## config.mk

```make
export PLATFORM = sky130hd
export DESIGN_NAME = issue_scheduler
export DESIGN_NICKNAME = d
export VERILOG_FILES = /design/src/rtl/sched_pkg.sv /design/src/rtl/reg_scoreboard.sv /design/src/rtl/issue_scheduler.sv
export SDC_FILE = /design/constraint.sdc
export NUM_CORES = 1
export LEC_CHECK = 0
export BUFFER_PORTS_ARGS = -buffer_cell sky130_fd_sc_hd__buf_4
export CAP_MARGIN = 0
export CORE_UTILIZATION = 55
export DETAILED_ROUTE_END_ITERATION = 8
export GPL_ROUTABILITY_DRIVEN = 0
export MAX_ROUTING_LAYER = met4
export PLACE_DENSITY = 0.74
export SYNTH_ARGS = -nofsm -noshare
export SYNTH_HDL_FRONTEND = slang
export SYNTH_SLANG_ARGS = --single-unit
```

## constraint.sdc

```tcl
create_clock -name clk -period 8.1 [get_ports clk]
set_clock_uncertainty 0.15 [all_clocks]
set_input_delay 1.62 -clock clk [delete_from_list [all_inputs] [get_ports clk]]
set_output_delay 1.62 -clock clk [all_outputs]
set_load 0.005 [all_outputs]
```

## src/rtl/sched_pkg.sv

```systemverilog
// Shared types and constants for the dual-issue scheduler.
package sched_pkg;

    localparam int unsigned NUM_SLOTS    = 2;
    localparam int unsigned NUM_REGS     = 32;
    localparam int unsigned REG_AW       = 5;
    localparam int unsigned DEF_ALU_LAT  = 1;
    localparam int unsigned DEF_MUL_LAT  = 2;
    localparam int unsigned DEF_LOAD_LAT = 3;
    localparam int unsigned DEF_CNT_W    = 2;

    typedef enum logic [2:0] {
        CLS_ALU    = 3'd0,
        CLS_BRANCH = 3'd1,
        CLS_LOAD   = 3'd2,
        CLS_STORE  = 3'd3,
        CLS_MUL    = 3'd4,
        CLS_DIV    = 3'd5,
        CLS_CSR    = 3'd6,
        CLS_OTHER  = 3'd7
    } inst_class_e;

    typedef enum logic [1:0] {
        ST_IDLE  = 2'd0,
        ST_DRAIN = 2'd1,
        ST_SOLO  = 2'd2
    } sched_state_e;

    // One queue head as seen by the scheduler.
    typedef struct packed {
        logic              valid;
        inst_class_e       cls;
        logic              exc;
        logic              rs1_en;
        logic [REG_AW-1:0] rs1;
        logic              rs2_en;
        logic [REG_AW-1:0] rs2;
        logic              rd_en;
        logic [REG_AW-1:0] rd;
    } slot_t;

    // Instructions that must run alone on a drained pipeline.
    function automatic logic is_serial(slot_t s);
        return (s.cls == CLS_CSR) || (s.cls == CLS_OTHER) || s.exc;
    endfunction

    function automatic logic is_mem(inst_class_e c);
        return (c == CLS_LOAD) || (c == CLS_STORE);
    endfunction

    function automatic logic is_muldiv(inst_class_e c);
        return (c == CLS_MUL) || (c == CLS_DIV);
    endfunction

endpackage

```

## src/rtl/reg_scoreboard.sv

```systemverilog
// Per-register latency counters; a register is ready when its counter is 0.
module reg_scoreboard
    import sched_pkg::*;
#(
    parameter int unsigned CNT_W = DEF_CNT_W
) (
    input  logic                                 clk,
    input  logic                                 rst,
    input  logic                                 clr,
    input  logic                                 dec_en,
    input  logic [NUM_SLOTS-1:0]                 set_en,
    input  logic [NUM_SLOTS-1:0][REG_AW-1:0]     set_addr,
    input  logic [NUM_SLOTS-1:0][CNT_W-1:0]      set_lat,
    output logic [NUM_REGS-1:0]                  ready_c,
    output logic                                 all_clear_c
);

    logic [CNT_W-1:0] cnt_q [1:NUM_REGS-1];
    logic [CNT_W-1:0] cnt_d [1:NUM_REGS-1];

    // Decrement, then loads (slot 1 last so it wins), then flush clear.
    always_comb begin
        for (int unsigned r = 1; r < NUM_REGS; r++) begin
            cnt_d[r] = cnt_q[r];
            if (dec_en && (cnt_q[r] != '0)) begin
                cnt_d[r] = cnt_q[r] - CNT_W'(1);
            end
            for (int unsigned s = 0; s < NUM_SLOTS; s++) begin
                if (set_en[s] && (set_addr[s] == REG_AW'(r))) begin
                    cnt_d[r] = set_lat[s];
                end
            end
            if (clr) begin
                cnt_d[r] = '0;
            end
        end
    end

    // Counter state.
    always_ff @(posedge clk or negedge rst) begin
        if (!rst) begin
            for (int unsigned r = 1; r < NUM_REGS; r++) begin
                cnt_q[r] <= '0;
            end
        end else begin
            for (int unsigned r = 1; r < NUM_REGS; r++) begin
                cnt_q[r] <= cnt_d[r];
            end
        end
    end

    // Ready bits and global drain indication; r0 is always ready.
    always_comb begin
        ready_c     = '0;
        ready_c[0]  = 1'b1;
        all_clear_c = 1'b1;
        for (int unsigned r = 1; r < NUM_REGS; r++) begin
            ready_c[r] = (cnt_q[r] == '0);
            if (cnt_q[r] != '0) begin
                all_clear_c = 1'b0;
            end
        end
    end

endmodule

```

## src/rtl/issue_scheduler.sv

```systemverilog
// Dual-issue scheduler: pairing rules, hazard checks and serialization FSM.
module issue_scheduler
    import sched_pkg::*;
#(
    parameter int unsigned ALU_LAT  = DEF_ALU_LAT,
    parameter int unsigned MUL_LAT  = DEF_MUL_LAT,
    parameter int unsigned LOAD_LAT = DEF_LOAD_LAT,
    parameter int unsigned CNT_W    = DEF_CNT_W
) (
    input  logic            clk,
    input  logic            rst,
    input  logic            flush,
    input  logic [1:0]      head_valid,
    input  logic [1:0][2:0] head_class,
    input  logic [1:0]      head_is_exception,
    input  logic [1:0]      reg1_read_en,
    input  logic [1:0]      reg2_read_en,
    input  logic [1:0][4:0] reg1_read_addr,
    input  logic [1:0][4:0] reg2_read_addr,
    input  logic [1:0]      reg_write_en,
    input  logic [1:0][4:0] reg_write_addr,
    input  logic            backend_stall,
    input  logic            backend_idle,
    input  logic            div_busy,
    input  logic            priv_done,
    output logic [1:0]      invalid_en,
    output logic [1:0]      sched_state
);

    function automatic logic [CNT_W-1:0] lat_of(inst_class_e c);
        case (c)
            CLS_MUL:  return CNT_W'(MUL_LAT);
            CLS_LOAD: return CNT_W'(LOAD_LAT);
            default:  return CNT_W'(ALU_LAT);
        endcase
    endfunction

    sched_state_e state_q, state_d;

    slot_t                          slot     [NUM_SLOTS];
    logic  [NUM_SLOTS-1:0]          src_ok;
    logic  [NUM_SLOTS-1:0]          div_blk;
    logic  [NUM_SLOTS-1:0]          ser;
    logic  [NUM_REGS-1:0]           reg_ready_c;
    logic                           all_clear_c;
    logic                           raw, waw, pair_ok, s0_base;
    logic  [1:0]                    issue;
    logic  [NUM_SLOTS-1:0]          set_en;
    logic  [NUM_SLOTS-1:0][REG_AW-1:0] set_addr;
    logic  [NUM_SLOTS-1:0][CNT_W-1:0]  set_lat;

    // Unpack queue heads and per-slot readiness.
    always_comb begin
        for (int unsigned i = 0; i < NUM_SLOTS; i++) begin
            slot[i].valid  = head_valid[i];
            slot[i].cls    = inst_class_e'(head_class[i]);
            slot[i].exc    = head_is_exception[i];
            slot[i].rs1_en = reg1_read_en[i];
            slot[i].rs1    = reg1_read_addr[i];
            slot[i].rs2_en = reg2_read_en[i];
            slot[i].rs2    = reg2_read_addr[i];
            slot[i].rd_en  = reg_write_en[i];
            slot[i].rd     = reg_write_addr[i];
            src_ok[i]  = (!slot[i].rs1_en || reg_ready_c[slot[i].rs1]) &&
                         (!slot[i].rs2_en || reg_ready_c[slot[i].rs2]);
            div_blk[i] = (slot[i].cls == CLS_DIV) && div_busy;
            ser[i]     = is_serial(slot[i]);
        end
    end

    // Intra-pair hazards and structural pairing limits for slot 1.
    always_comb begin
        raw = slot[0].rd_en && (slot[0].rd != '0) &&
              ((slot[1].rs1_en && (slot[1].rs1 == slot[0].rd)) ||
               (slot[1].rs2_en && (slot[1].rs2 == slot[0].rd)));
        waw = slot[0].rd_en && slot[1].rd_en && (slot[0].rd != '0) &&
              (slot[0].rd == slot[1].rd);
        pair_ok = slot[1].valid && src_ok[1] && !div_blk[1] && !raw && !waw &&
                  !(is_mem(slot[0].cls) && is_mem(slot[1].cls)) &&
                  !(is_muldiv(slot[0].cls) && is_muldiv(slot[1].cls)) &&
                  !ser[0] && !ser[1];
        s0_base = slot[0].valid && !backend_stall && src_ok[0] && !div_blk[0];
    end

    // Next state and issue decision.
    always_comb begin
        state_d = state_q;
        issue   = 2'b00;
        case (state_q)
            ST_IDLE: begin
                if (slot[0].valid && ser[0]) begin
                    state_d = ST_DRAIN;
                end else if (s0_base) begin
                    issue[0] = 1'b1;
                    issue[1] = pair_ok;
                end
            end
            ST_DRAIN: begin
                if (s0_base && all_clear_c && backend_idle) begin
                    issue   = 2'b01;
                    state_d = ST_SOLO;
                end
            end
            ST_SOLO: begin
                if (priv_done) begin
                    state_d = ST_IDLE;
                end
            end
            default: state_d = ST_IDLE;
        endcase
        if (flush) begin
            state_d = ST_IDLE;
            issue   = 2'b00;
        end
    end

    // FSM state register.
    always_ff @(posedge clk or negedge rst) begin
        if (!rst) begin
            state_q <= ST_IDLE;
        end else begin
            state_q <= state_d;
        end
    end

    // Dequeue strobes are combinational and forced low while in reset.
    assign invalid_en  = rst ? issue : 2'b00;
    assign sched_state = state_q;

    // Scoreboard load ports follow the issued slots.
    always_comb begin
        for (int unsigned i = 0; i < NUM_SLOTS; i++) begin
            set_en[i]   = invalid_en[i] && slot[i].rd_en;
            set_addr[i] = slot[i].rd;
            set_lat[i]  = lat_of(slot[i].cls);
        end
    end

    reg_scoreboard #(
        .CNT_W (CNT_W)
    ) u_scoreboard (
        .clk         (clk),
        .rst         (rst),
        .clr         (flush),
        .dec_en      (!backend_stall),
        .set_en      (set_en),
        .set_addr    (set_addr),
        .set_lat     (set_lat),
        .ready_c     (reg_ready_c),
        .all_clear_c (all_clear_c)
    );

endmodule

```

**Yosys cells after proc, flatten, opt, wreduce, memory -nomap -nowiden**

Cells that the tools add are included.

- Register bits after elaboration: 64
- Logic and storage cells: 569

- Add/sub/neg operators: 31
- Order comparisons: 4
- Equal/unequal tests: 82
- Multiplexer cells: 176
- Reduce and logical (&&, ||, !) cells: 244

Operators with widths:

| operator | number |
|---|---|
| two-way mux 2 bit | 132 |
| equality test 5 bit (second input constant) | 32 |
| nonzero test 4 bit | 31 |
| logical AND 1 bit | 122 |
| equality test 5 x 4 -> 1 bit (second input constant) | 16 |
| logical NOT 2 bit | 32 |
| nonzero test 2 bit | 31 |
| subtractor 2 x 1 -> 2 bit (second input constant) | 31 |
| equality test 5 x 3 -> 1 bit (second input constant) | 8 |
| two-way mux 1 bit | 36 |
| equality test 3 bit (second input constant) | 8 |
| < comparator 5 x 6 -> 1 bit (second input constant) | 4 |
| binary-select mux 1 bit (select 5 bit) | 4 |
| equality test 5 x 2 -> 1 bit (second input constant) | 4 |
| equality test 5 bit | 3 |
| logical NOT 1 bit | 13 |
| logical OR 1 bit | 13 |
| equality test 3 x 2 -> 1 bit (second input constant) | 4 |
| case mux 2 bit (2 select lines) | 3 |
| equality test 5 x 1 -> 1 bit (second input constant) | 2 |
| inequality test 3 bit (second input constant) | 3 |
| case mux 2 bit (3 select lines) | 1 |
| nonzero test 5 bit | 1 |
| AND reduction 3 bit | 1 |
| other kinds (2) | 2 |

**Logic depth before layout (Yosys ltp)**

Gate-level depths: netlist (run 1).

- Depth in word-level cells: 43
- Mapped depth: 13

**Cells and area by module**

A second synthesis (run 1) with hierarchy kept.

- Cells, all modules: 919
- Area, all modules: 7574.8 sq um

By module, submodules not included:

| module | times used | cells each | area an instance (sq um) | seq. area each (sq um) |
|---|---|---|---|---|
| reg_scoreboard | 1 | 756 | 5935.7 | 1551.5 |
| issue_scheduler | 1 | 163 | 1639.1 | 50.0 |

**Worst setup path after synthesis (run 1)**

No wires, ideal clock.

- Path kind: input to output
- Start point: in reg1_read_addr[0] (netlist name)
- End point: out invalid_en[1]
- Data arrival time: 3.629 ns
- Data required time: 6.330 ns
- Setup slack: 2.701 ns
- Stages on the path: 10
- Buffers on the path: 4
- Cells stage by stage: buf_2 -> mux4_2 -> a311oi_1 -> nand4_1 -> and4_1 -> buf_6 -> and2_1 -> buf_6 -> buf_2 -> nor2b_1

- Cells in the longest elaborated chain, start to end: 11

Ends and longest elaborated chain:

| what | RTL line | text |
|---|---|---|
| start: declaration | issue_scheduler.sv:18 | `input logic [1:0][4:0] reg1_read_addr,` |
| binary-select mux 1 bit (select 5 bit) | issue_scheduler.sv:64 | `src_ok[i] = (!slot[i].rs1_en \|\| reg_ready_c[slot[i].rs1]) &&` |
| two-way mux 1 bit (not written as such) | issue_scheduler.sv:64 |  |
| logical OR 1 bit | issue_scheduler.sv:64 |  |
| logical AND 1 bit | issue_scheduler.sv:64 |  |
| logical AND 1 bit (2 in series) | issue_scheduler.sv:82 | `s0_base = slot[0].valid && !backend_stall && src_ok[0] && !div_blk[0];` |
| two-way mux 2 bit | issue_scheduler.sv:93 | `end else if (s0_base) begin` |
| two-way mux 2 bit | issue_scheduler.sv:91 | `if (slot[0].valid && ser[0]) begin` |
| case mux 2 bit (2 select lines) | issue_scheduler.sv:89 | `case (state_q)` |
| two-way mux 2 bit | issue_scheduler.sv:111 | `if (flush) begin` |
| two-way mux 2 bit | issue_scheduler.sv:127 | `assign invalid_en = rst ? issue : 2'b00;` |
| end: declaration | issue_scheduler.sv:26 | `output logic [1:0] invalid_en,` |

No other way between the ends. The select of a mux whose other input is x is not followed.

**Worst setup path in the final report (run 1)**

- Start point: in reg2_read_addr[0] (netlist name)
- End point: out invalid_en[1]

- Cells in the longest elaborated chain, start to end: 11

Ends and longest elaborated chain:

| what | RTL line | text |
|---|---|---|
| start: declaration | issue_scheduler.sv:19 | `input logic [1:0][4:0] reg2_read_addr,` |
| binary-select mux 1 bit (select 5 bit) | issue_scheduler.sv:65 | `(!slot[i].rs2_en \|\| reg_ready_c[slot[i].rs2]);` |
| two-way mux 1 bit (not written as such) | issue_scheduler.sv:65 |  |
| logical OR 1 bit | issue_scheduler.sv:65 |  |
| logical AND 1 bit | issue_scheduler.sv:64 |  |
| logical AND 1 bit (2 in series) | issue_scheduler.sv:82 |  |
| two-way mux 2 bit | issue_scheduler.sv:93 |  |
| two-way mux 2 bit | issue_scheduler.sv:91 |  |
| case mux 2 bit (2 select lines) | issue_scheduler.sv:89 |  |
| two-way mux 2 bit | issue_scheduler.sv:111 |  |
| two-way mux 2 bit | issue_scheduler.sv:127 |  |

No other way between the ends. The select of a mux whose other input is x is not followed.

==> results of run 1 <==
==> power by group <==
| part | internal, µW | switching (µW) | leakage [µW] | total (µW) |
|---|---|---|---|---|
| logic | 282 | 367 | 0.00215 | 649 |
| registers | 365 | 26.5 | 0.000877 | 392 |
| clock network | 221 | 151 | 0.000134 | 372 |
| total | 868 | 545 | 0.00316 | 1410 |
==> registers in the layout, summed over array words and instances (netlist names) <==
signal and flops:
u_scoreboard.cnt_q 62, sched_state 2
==> Yosys cell counts (all sizes together), types with 24 or more instances <==
cell | n | area [µm²]
mux4 | 25 | 563
clkbuf | 38 | 146
nand3 | 24 | 155
nand4 | 55 | 357
ha | 31 | 388
mux2i | 69 | 691
xnor2 | 32 | 280
o21ai | 55 | 275
nor2 | 104 | 395
inv | 70 | 263
buf | 25 | 168
dfrtp | 64 | 1600
nand2 | 45 | 169
a21oi | 53 | 265
==> routing by layer <==
metal  share of wire  wire length, µm  vias up  track usage
li1                -                -     3184            -
met1            0.42             9360     3294        0.463
met2            0.44             9880      406        0.531
met3            0.11             2370       74       0.0856
met4           0.034              761        0        0.150
met5               0                0        -            -
==> worst max-delay path, delay by kind of cell <==
| family | cells | cell delay [ns] |
|---|---|---|
| simple gates | 5 | 1.24 |
| buf+inv | 3 | 0.62 |
| mux | 1 | 0.33 |
| compound gates | 1 | 0.19 |
==> area by class of cell <==
| cell class | instances | share of cell area |
|---|---|---|
| inverter | 70 | 0.0336 |
| sequential | 64 | 0.205 |
| multi-input combinational | 678 | 0.640 |
| tap | 172 | 0.0276 |
| clock buffer | 12 | 0.0328 |
| timing repair buffer | 61 | 0.0586 |
| clock inverter | 3 | 0.00224 |
==> metrics by stage <==
step,instances,utilization,power (µW)
5_1_grt,1060,0.616,1480
6_report,1060,0.616,1410
3_3_place_gp,1045,0.595,1010
4_1_cts,1060,0.616,1400
2_1_floorplan,875,-,854
3_5_place_dp,1045,0.595,1020
==> logic make-up after synthesis <==
group                      after synthesis  synth area share
AOI/OAI and AO/OA                      162             0.138
and+or+nand+nor                        328             0.246
xor gates and xnor gates                45            0.0549
adders and majority gates               31            0.0540
DFF                                     64             0.223
buffers and inverters                  133            0.0804
muxes                                  112             0.203
==> how the worst max path moves through the flow <==
stage | to | slack [ns] | cells after the start
6_report | invalid_en[1] | 2.32 | 10
5_1_grt | invalid_en[1] | 2.09 | 10
4_1_cts | invalid_en[1] | 2.35 | 10
3_5_place_dp | invalid_en[1] | 2.37 | 10
3_3_place_gp | invalid_en[1] | 2.45 | 10
2_1_floorplan | invalid_en[1] | 2.70 | 10
==> run metrics, run 1 <==
Reg area=0.00160 mm²; mapped cell area=0.00718 mm²; Chip Width=116 µm; syn nets=959; DRC viols=0; post-layout min period=5.78 ns; VDD IR-drop max=0.135 mV; I/O pins=57; CP startpoint=reg2_read_addr[0]; asr flop ratio synth=1.00; global-route wire length before repair=35000 µm; Worst R2R Start=u_scoreboard.cnt_q[4]; Fin Setup TNS=0 ns; ant diodes=0; Tightest Pin Transition=1.09 ns; WHS Path Cells=2; Final Hold Fails=0; gr ovfl total=0; RSZ-0062 raised after global routing=false; Skew-Pair Late Insertion Delay=0.35 ns; Max clock buf depth=2; Die Y=116 µm; Worst EP arrival=4.01 ns; nets@finish=968; outcome=finished, final reports clean; final setup fails=0; ratio of cells with drive above 1 in the final layout=0.155; largest net degree at the start of global routing=72; top_reg_cell synth=dfrtp_1; final setup margin=2.32 ns; Most Frequent Cell on Critical Path=buf_4; drt total wl=22400 µm; Slew HR=0.276; most frequent cells in the layout=nor2_1 (102), inv_1 (70), mux2i_1 (69); IO buf count=56; WS Path Type=in -> out; Yosys warnings=0; setup slack, reg-to-reg=4.14 ns; crit path max fanout=30; Worst EP required=6.33 ns; P&R area growth vs syn=8.82%; fmax=173 MHz; FF-to-FF path depth=10; number of global-route vias before repair=6548; Fillers=1170; critical path's slowest cell=and4_1; Pleak=0.00316 µW; CTS tree=yes; postcts setup bufs=0; drt wl/cell=21.1 µm; Hold Path Sink=u_scoreboard.cnt_q[47]; clock slew at reported path FFs=0.05 ns; post-synthesis sequential area ratio=0.223; commonest non-fill, non-tap cell in the layout=nor2_1; TritonCTS Sinks=64; Slew Limit Fails=0; CTS resizes=0; antenna violations before repair=0; Yosys reg bits=64; startpoint types=primary input; worst reg2reg path endpoint=u_scoreboard.cnt_q[45]; vias=6958; fin area=0.00781 mm²; Tot GR Track Use=0.356; Cell Pwr Density=181 mW/mm²; core area=0.0127 mm²; hold path start=u_scoreboard.cnt_q[47]; EDFF count, synth=0; CP peak stage delay=0.46 ns; Worst Hold Class=reg -> reg; hold_buf cts=0; library cells used by synthesis=65; Root Driver=clkbuf_16; WHS=0.379 ns; HPWL Detailed=15700 µm; Detailed Route Iter0 Violations=750; num rows=41; placed cell area=0.00754 mm²; total of max-cap violations=0; DR pass1 iterations=5; starting density of the core=0.567; Cells after Synth=875; area of the multi-input gates=0.00500 mm²; die area=0.0135 mm²; Tcrit/Tclk final=0.714; final antenna-violating net count=0; critical path, cell by cell=buf_4 > mux4_2 > nor2_1 > nor4b_1 > a211o_1 > buf_4 > and4_1 > and2_1 > nor2b_1 > buf_4; Num CTS Buffers=9; Vias/cell=6.56; CTS H-tree depth=3; Post-Place Worst Slack=2.37 ns; Avg Synthesized Cell Area=8.20 µm²; CP Capture Type=output port
Note: power is estimated with default switching activity, not from simulation.
==> run 2: changes to the inputs <==
==> constraint.sdc (replaced) <==
create_clock -name clk -period 5.4 [get_ports clk]
set_clock_uncertainty 0.15 [all_clocks]
set_input_delay 1.08 -clock clk [delete_from_list [all_inputs] [get_ports clk]]
set_output_delay 1.08 -clock clk [all_outputs]
set_load 0.005 [all_outputs]
==> run metrics, run 2 (synthesis gave the netlist of run 1 again) <==
outcome=finished, final reports clean (unchanged); total of max-cap violations=0 (unchanged); fmax=226 MHz; largest net degree at the start of global routing=72 (unchanged); CTS tree=yes (unchanged); Net Switching=815 µW (was 545 µW); Worst EP arrival=3.20 ns (was 4.01 ns); hold_buf cts=0 (unchanged); Fin Setup TNS=0 ns (unchanged); commonest non-fill, non-tap cell in the layout=nor2_1 (unchanged); CP Capture Type=output port (unchanged); Slew HR=0.235 (was 0.276); RSZ-0062 raised after global routing=false (unchanged); Final Hold Fails=0 (unchanged); Tot GR Track Use=0.364 (was 0.356); DR pass1 iterations=6 (was 5); gr ovfl total=0 (unchanged); most frequent cells in the layout=nor2_1 (102), inv_1 (70), mux2i_1 (69) (unchanged); clock slew at reported path FFs=0.05 ns (about the same); fin area=0.00781 mm² (about the same); HPWL Detailed=15700 µm (about the same); core area=0.0127 mm² (unchanged); I/O pins=57 (unchanged); Worst Hold Class=reg -> reg (unchanged); Worst EP required=4.17 ns (was 6.33 ns); final setup margin=0.966 ns (was 2.32 ns); CTS H-tree depth=3 (unchanged); Seq pwr share=0.281 (was 0.277); Pleak=0.00316 µW (about the same); ratio of cells with drive above 1 in the final layout=0.155 (unchanged); crit path max fanout=10 (was 30); postcts setup bufs=0 (unchanged); Max clock buf depth=2 (unchanged); die area=0.0135 mm² (unchanged); combinational group share of total power=0.469 (was 0.459); number of global-route vias before repair=6516 (was 6548); vias=6992 (was 6958); Skew-Pair Late Insertion Delay=0.35 ns (about the same); global-route wire length before repair=35600 µm (was 35000 µm); startpoint types=primary input (unchanged); Largest Register=u_scoreboard.cnt_q (unchanged); final setup fails=0 (unchanged); IO buf count=56 (unchanged); antenna violations before repair=0 (unchanged); drt wl/cell=21.1 µm (about the same); Internal=1290 µW (was 868 µW); WHS=0.392 ns (was 0.379 ns); Chip Width=116 µm (unchanged); Num CTS Buffers=9 (unchanged); num rows=41 (unchanged); CTS resizes=0 (unchanged); Post-Place Worst Slack=1.03 ns (was 2.37 ns); post-layout min period=4.43 ns; VDD IR-drop max=0.157 mV (was 0.135 mV); Die Y=116 µm (unchanged); TritonCTS Sinks=64 (unchanged); Root Driver=clkbuf_16 (unchanged); Vias/cell=6.60 (was 6.56); power share of the clock group=0.251 (was 0.263); DRC viols=0 (unchanged); starting density of the core=0.567 (unchanged); Tightest Pin Transition=1.15 ns (was 1.09 ns); Cell Pwr Density=269 mW/mm² (was 181 mW/mm²); max FFs per register=62 (unchanged); drt total wl=22400 µm (about the same); ant diodes=0 (unchanged); WS Path Type=in -> out (unchanged); Slew Limit Fails=0 (unchanged); nets@finish=971 (was 968); placed cell area=0.00756 mm² (was 0.00754 mm²); Tcrit/Tclk final=0.821; Detailed Route Iter0 Violations=999 (was 750); final antenna-violating net count=0 (unchanged); P&R area growth vs syn=8.80% (was 8.82%); switching part of the total power=0.388 (was 0.386)
## run 2: cell count changes in the layout (fill, tap and decap cells not counted)
| cell | before | now |
|---|---|---|
| clkbuf_8 | 2 | 1 |
| buf_4 | 61 | 64 |
| clkinv_2 | 2 | 0 |
## run 2: power by group through the flow
stage                     logic (µW)  clock network, µW  registers, µW
after floorplan                  693                  0            588
after global placement           926                  0            594
after detailed placement         946                  0            596
after CTS                        951                531            588
after global routing            1070                552            598
final                            984                527            590
## run 2: layer usage
metal	share of wire	wire, µm	GRT usage
met5	0	0	-
met4	0.039	878	0.170
met2	0.44	9760	0.527
met3	0.12	2590	0.0877
met1	0.41	9190	0.477
## run 2: stage by stage
step	power, µW	util	instances
2_1_floorplan	1280	-	875
3_3_place_gp	1520	0.597	1048
3_5_place_dp	1540	0.597	1048
4_1_cts	2070	0.616	1060
5_1_grt	2220	0.616	1060
6_report	2100	0.616	1060
## run 2: cell type report
cell class,instances,area [µm²]
repair buffers,64,480
clock inverters,1,7.51
well taps,172,215
clock buffers,11,243
flip-flops and latches,64,1600
inverters,70,263
fillers,1152,4860
multi-input cells,678,5000
## run 2: final timing paths
kind	from	end	slack (ns)	cells after the start
worst min-delay path	u_scoreboard.cnt_q[47]	u_scoreboard.cnt_q[47]	0.39	2
worst min register to register	u_scoreboard.cnt_q[47]	u_scoreboard.cnt_q[47]	0.39	2
worst max register to register	u_scoreboard.cnt_q[16]	u_scoreboard.cnt_q[37]	1.60	10
max in group asynchronous	rst	u_scoreboard.cnt_q[22]	3.68	2
min in group asynchronous	rst	u_scoreboard.cnt_q[58]	0.84	2
worst max-delay path	reg2_read_addr[5]	invalid_en[1]	0.97	9
## run 2: critical path, cell delays in order
cell and delay (ns):
buf_4 0.17, mux4_2 0.34, mux2i_1 0.08, nand4_1 0.09, nand4_1 0.13, nor4_4 0.62
and2_1 0.24, nor2b_1 0.28, buf_4 0.17
==> run 3: changes to the inputs <==
==> constraint.sdc (replaced) <==
create_clock -name clk -period 4.2 [get_ports clk]
set_clock_uncertainty 0.15 [all_clocks]
set_input_delay 0.84 -clock clk [delete_from_list [all_inputs] [get_ports clk]]
set_output_delay 0.84 -clock clk [all_outputs]
set_load 0.005 [all_outputs]
==> run metrics, run 3 (synthesis gave the netlist of run 1 again) <==
P&R area growth vs syn=10.7% (was 8.80%); fmax=246 MHz; final setup margin=0.142 ns (was 0.966 ns); Net Switching=1050 µW (was 815 µW); area of the multi-input gates=0.00500 mm² (unchanged); post-layout min period=4.06 ns; gr ovfl total=0 (unchanged); nets@finish=978 (was 971); VDD IR-drop max=0.226 mV (was 0.157 mV); global-route wire length before repair=35600 µm (about the same); CTS tree=yes (unchanged); commonest non-fill, non-tap cell in the layout=nor2_1 (unchanged); outcome=finished, final reports clean (unchanged); Worst EP arrival=3.07 ns (was 3.20 ns); postcts setup bufs=0 (unchanged); HPWL Detailed=16000 µm (was 15700 µm); Die Y=116 µm (unchanged); CTS resizes=0 (unchanged); most frequent cells in the layout=nor2_1 (102), buf_4 (71), inv_1 (70) (was nor2_1 (102), inv_1 (70), mux2i_1 (69)); Cell Pwr Density=361 mW/mm² (was 269 mW/mm²); cell count along the critical path=8 (was 9); Slew Limit Fails=0 (unchanged); setup slack, reg-to-reg=0.45 ns (was 1.60 ns); Post-Place Worst Slack=0.431 ns (was 1.03 ns); switching part of the total power=0.368 (was 0.388); Root Driver=clkbuf_16 (unchanged); antenna violations before repair=0 (unchanged); Fin Setup TNS=0 ns (unchanged); Max clock buf depth=2 (unchanged); CP top delay family=simple AND/OR/NAND/NOR gates (unchanged); DRC viols=0 (unchanged); CP startpoint=u_scoreboard.cnt_q[0] (was reg2_read_addr[5]); Tot GR Track Use=0.364 (about the same); core area=0.0127 mm² (unchanged); Worst Hold Class=reg -> reg (unchanged); crit path max fanout=10 (unchanged); drt wl/cell=20.9 µm (was 21.1 µm); hold_buf cts=0 (unchanged); critical path's slowest cell=or4_4 (was nor4_4); CP Capture Type=output port (unchanged); num rows=41 (unchanged); Worst EP required=3.21 ns (was 4.17 ns); starting density of the core=0.567 (unchanged); final setup fails=0 (unchanged); Seq pwr share=0.264 (was 0.281); Final Hold Fails=0 (unchanged); total of max-cap violations=0 (unchanged); Tcrit/Tclk final=0.966; power share of the clock group=0.293 (was 0.251); Chip Width=116 µm (unchanged); Total Power=2860 µW (was 2100 µW); Tightest Pin Transition=1.14 ns (was 1.15 ns); Slew HR=0.235 (about the same); Worst Path Buf+Inv=3 (was 2); largest net degree at the start of global routing=71 (was 72); Skew-Pair Late Insertion Delay=0.35 ns (about the same); CP peak stage delay=0.56 ns (was 0.62 ns); final core area utilization=0.627 (was 0.616); TritonCTS Sinks=64 (unchanged); Pleak=0.00324 µW (was 0.00316 µW); clock slew at reported path FFs=0.06 ns (was 0.05 ns); critical path, cell by cell=inv_1 > ha_1 > nand4_1 > or4_4 > o31ai_4 > buf_4 > and2_1 > buf_4 (was buf_4 > mux4_2 > mux2i_1 > nand4_1 > nand4_1 > nor4_4 > and2_1 > nor2b_1 > buf_4); Largest Register=u_scoreboard.cnt_q (unchanged); FF-to-FF path depth=11 (was 10); vias=6979 (was 6992); ratio of cells with drive above 1 in the final layout=0.167 (was 0.155); Num CTS Buffers=9 (unchanged); RSZ-0062 raised after global routing=false (unchanged); DR pass1 iterations=6 (unchanged); startpoint types=register (was primary input); I/O pins=57 (unchanged); Vias/cell=6.52 (was 6.60); Worst R2R Start=u_scoreboard.cnt_q[0] (was u_scoreboard.cnt_q[16]); max FFs per register=62 (unchanged); number of global-route vias before repair=6440 (was 6516); drt total wl=22400 µm (about the same); CP endpoint=invalid_en[0] (was invalid_en[1]); worst reg2reg path endpoint=u_scoreboard.cnt_q[56] (was u_scoreboard.cnt_q[37]); die area=0.0135 mm² (unchanged); IO buf count=56 (unchanged); Fillers=1135 (was 1152); Most Frequent Cell on Critical Path=buf_4; WS Path Type=reg -> out (was in -> out); Detailed Route Iter0 Violations=806 (was 999); Reg area=0.00160 mm² (unchanged); Internal=1810 µW (was 1290 µW); final antenna-violating net count=0 (unchanged); ant diodes=0 (unchanged); CTS H-tree depth=3 (unchanged); combinational group share of total power=0.443 (was 0.469)
==> run 3: power groups by stage <==
stage                     Combinational (µW)  Sequential [µW]  Clock, µW
after floorplan                          891              756          0
after global placement                  1200              764          0
after detailed placement                1230              766          0
after CTS                               1230              756        847
after global routing                    1380              768        875
final                                   1270              757        840
==> run 3: final cells by class <==
class,count,share of cell area
Multi-Input combinational cell,678,0.629
Sequential cell,64,0.202
Inverter,70,0.0331
Clock inverter,5,0.00992
Clock buffer,11,0.0318
Timing Repair Buffer,71,0.0671
Tap cell,172,0.0271
==> run 3: worst reg2reg max path, cell delays in order, from the launching register on <==
cell,delay [ns]
dfrtp_1,0.39
inv_1,0.06
ha_1,0.44
nand4_1,0.16
or4_4,0.56
o31ai_4,0.55
buf_4,0.27
and4_4,0.29
nand3_4,0.13
nor2_1,0.21
a211oi_1,0.11
mux2_2,0.31
==> run 3: layer usage <==
metal,routed length [µm],vias up,part of all wire,track usage
met5,0,-,0,-
met4,901,0,0.040,0.182
met3,2390,81,0.11,0.0799
met2,9770,437,0.44,0.512
met1,9340,3261,0.42,0.491
li1,-,3200,-,-
==> run 3: worst min path at each step <==
stage | endpoint | from | slack, ns | cells after the start
3_3_place_gp | u_scoreboard.cnt_q[39] | u_scoreboard.cnt_q[39] | 0.36 | 2
2_1_floorplan | u_scoreboard.cnt_q[47] | u_scoreboard.cnt_q[47] | 0.34 | 2
3_5_place_dp | u_scoreboard.cnt_q[47] | u_scoreboard.cnt_q[47] | 0.37 | 2
4_1_cts | u_scoreboard.cnt_q[47] | u_scoreboard.cnt_q[47] | 0.39 | 2
6_report | u_scoreboard.cnt_q[47] | u_scoreboard.cnt_q[47] | 0.38 | 2
5_1_grt | u_scoreboard.cnt_q[39] | u_scoreboard.cnt_q[39] | 0.42 | 2
==> run 3: stage by stage <==
| step | hold slack [ns] | area (µm²) | cells |
|---|---|---|---|
| 6_report | 0.380 | 7940 | 1071 |
| 5_1_grt | 0.420 | 7940 | 1071 |
| 4_1_cts | 0.388 | 7940 | 1071 |
| 3_5_place_dp | 0.371 | 7610 | 1055 |
| 3_3_place_gp | 0.363 | 7610 | 1055 |
| 2_1_floorplan | 0.336 | 7180 | 875 |
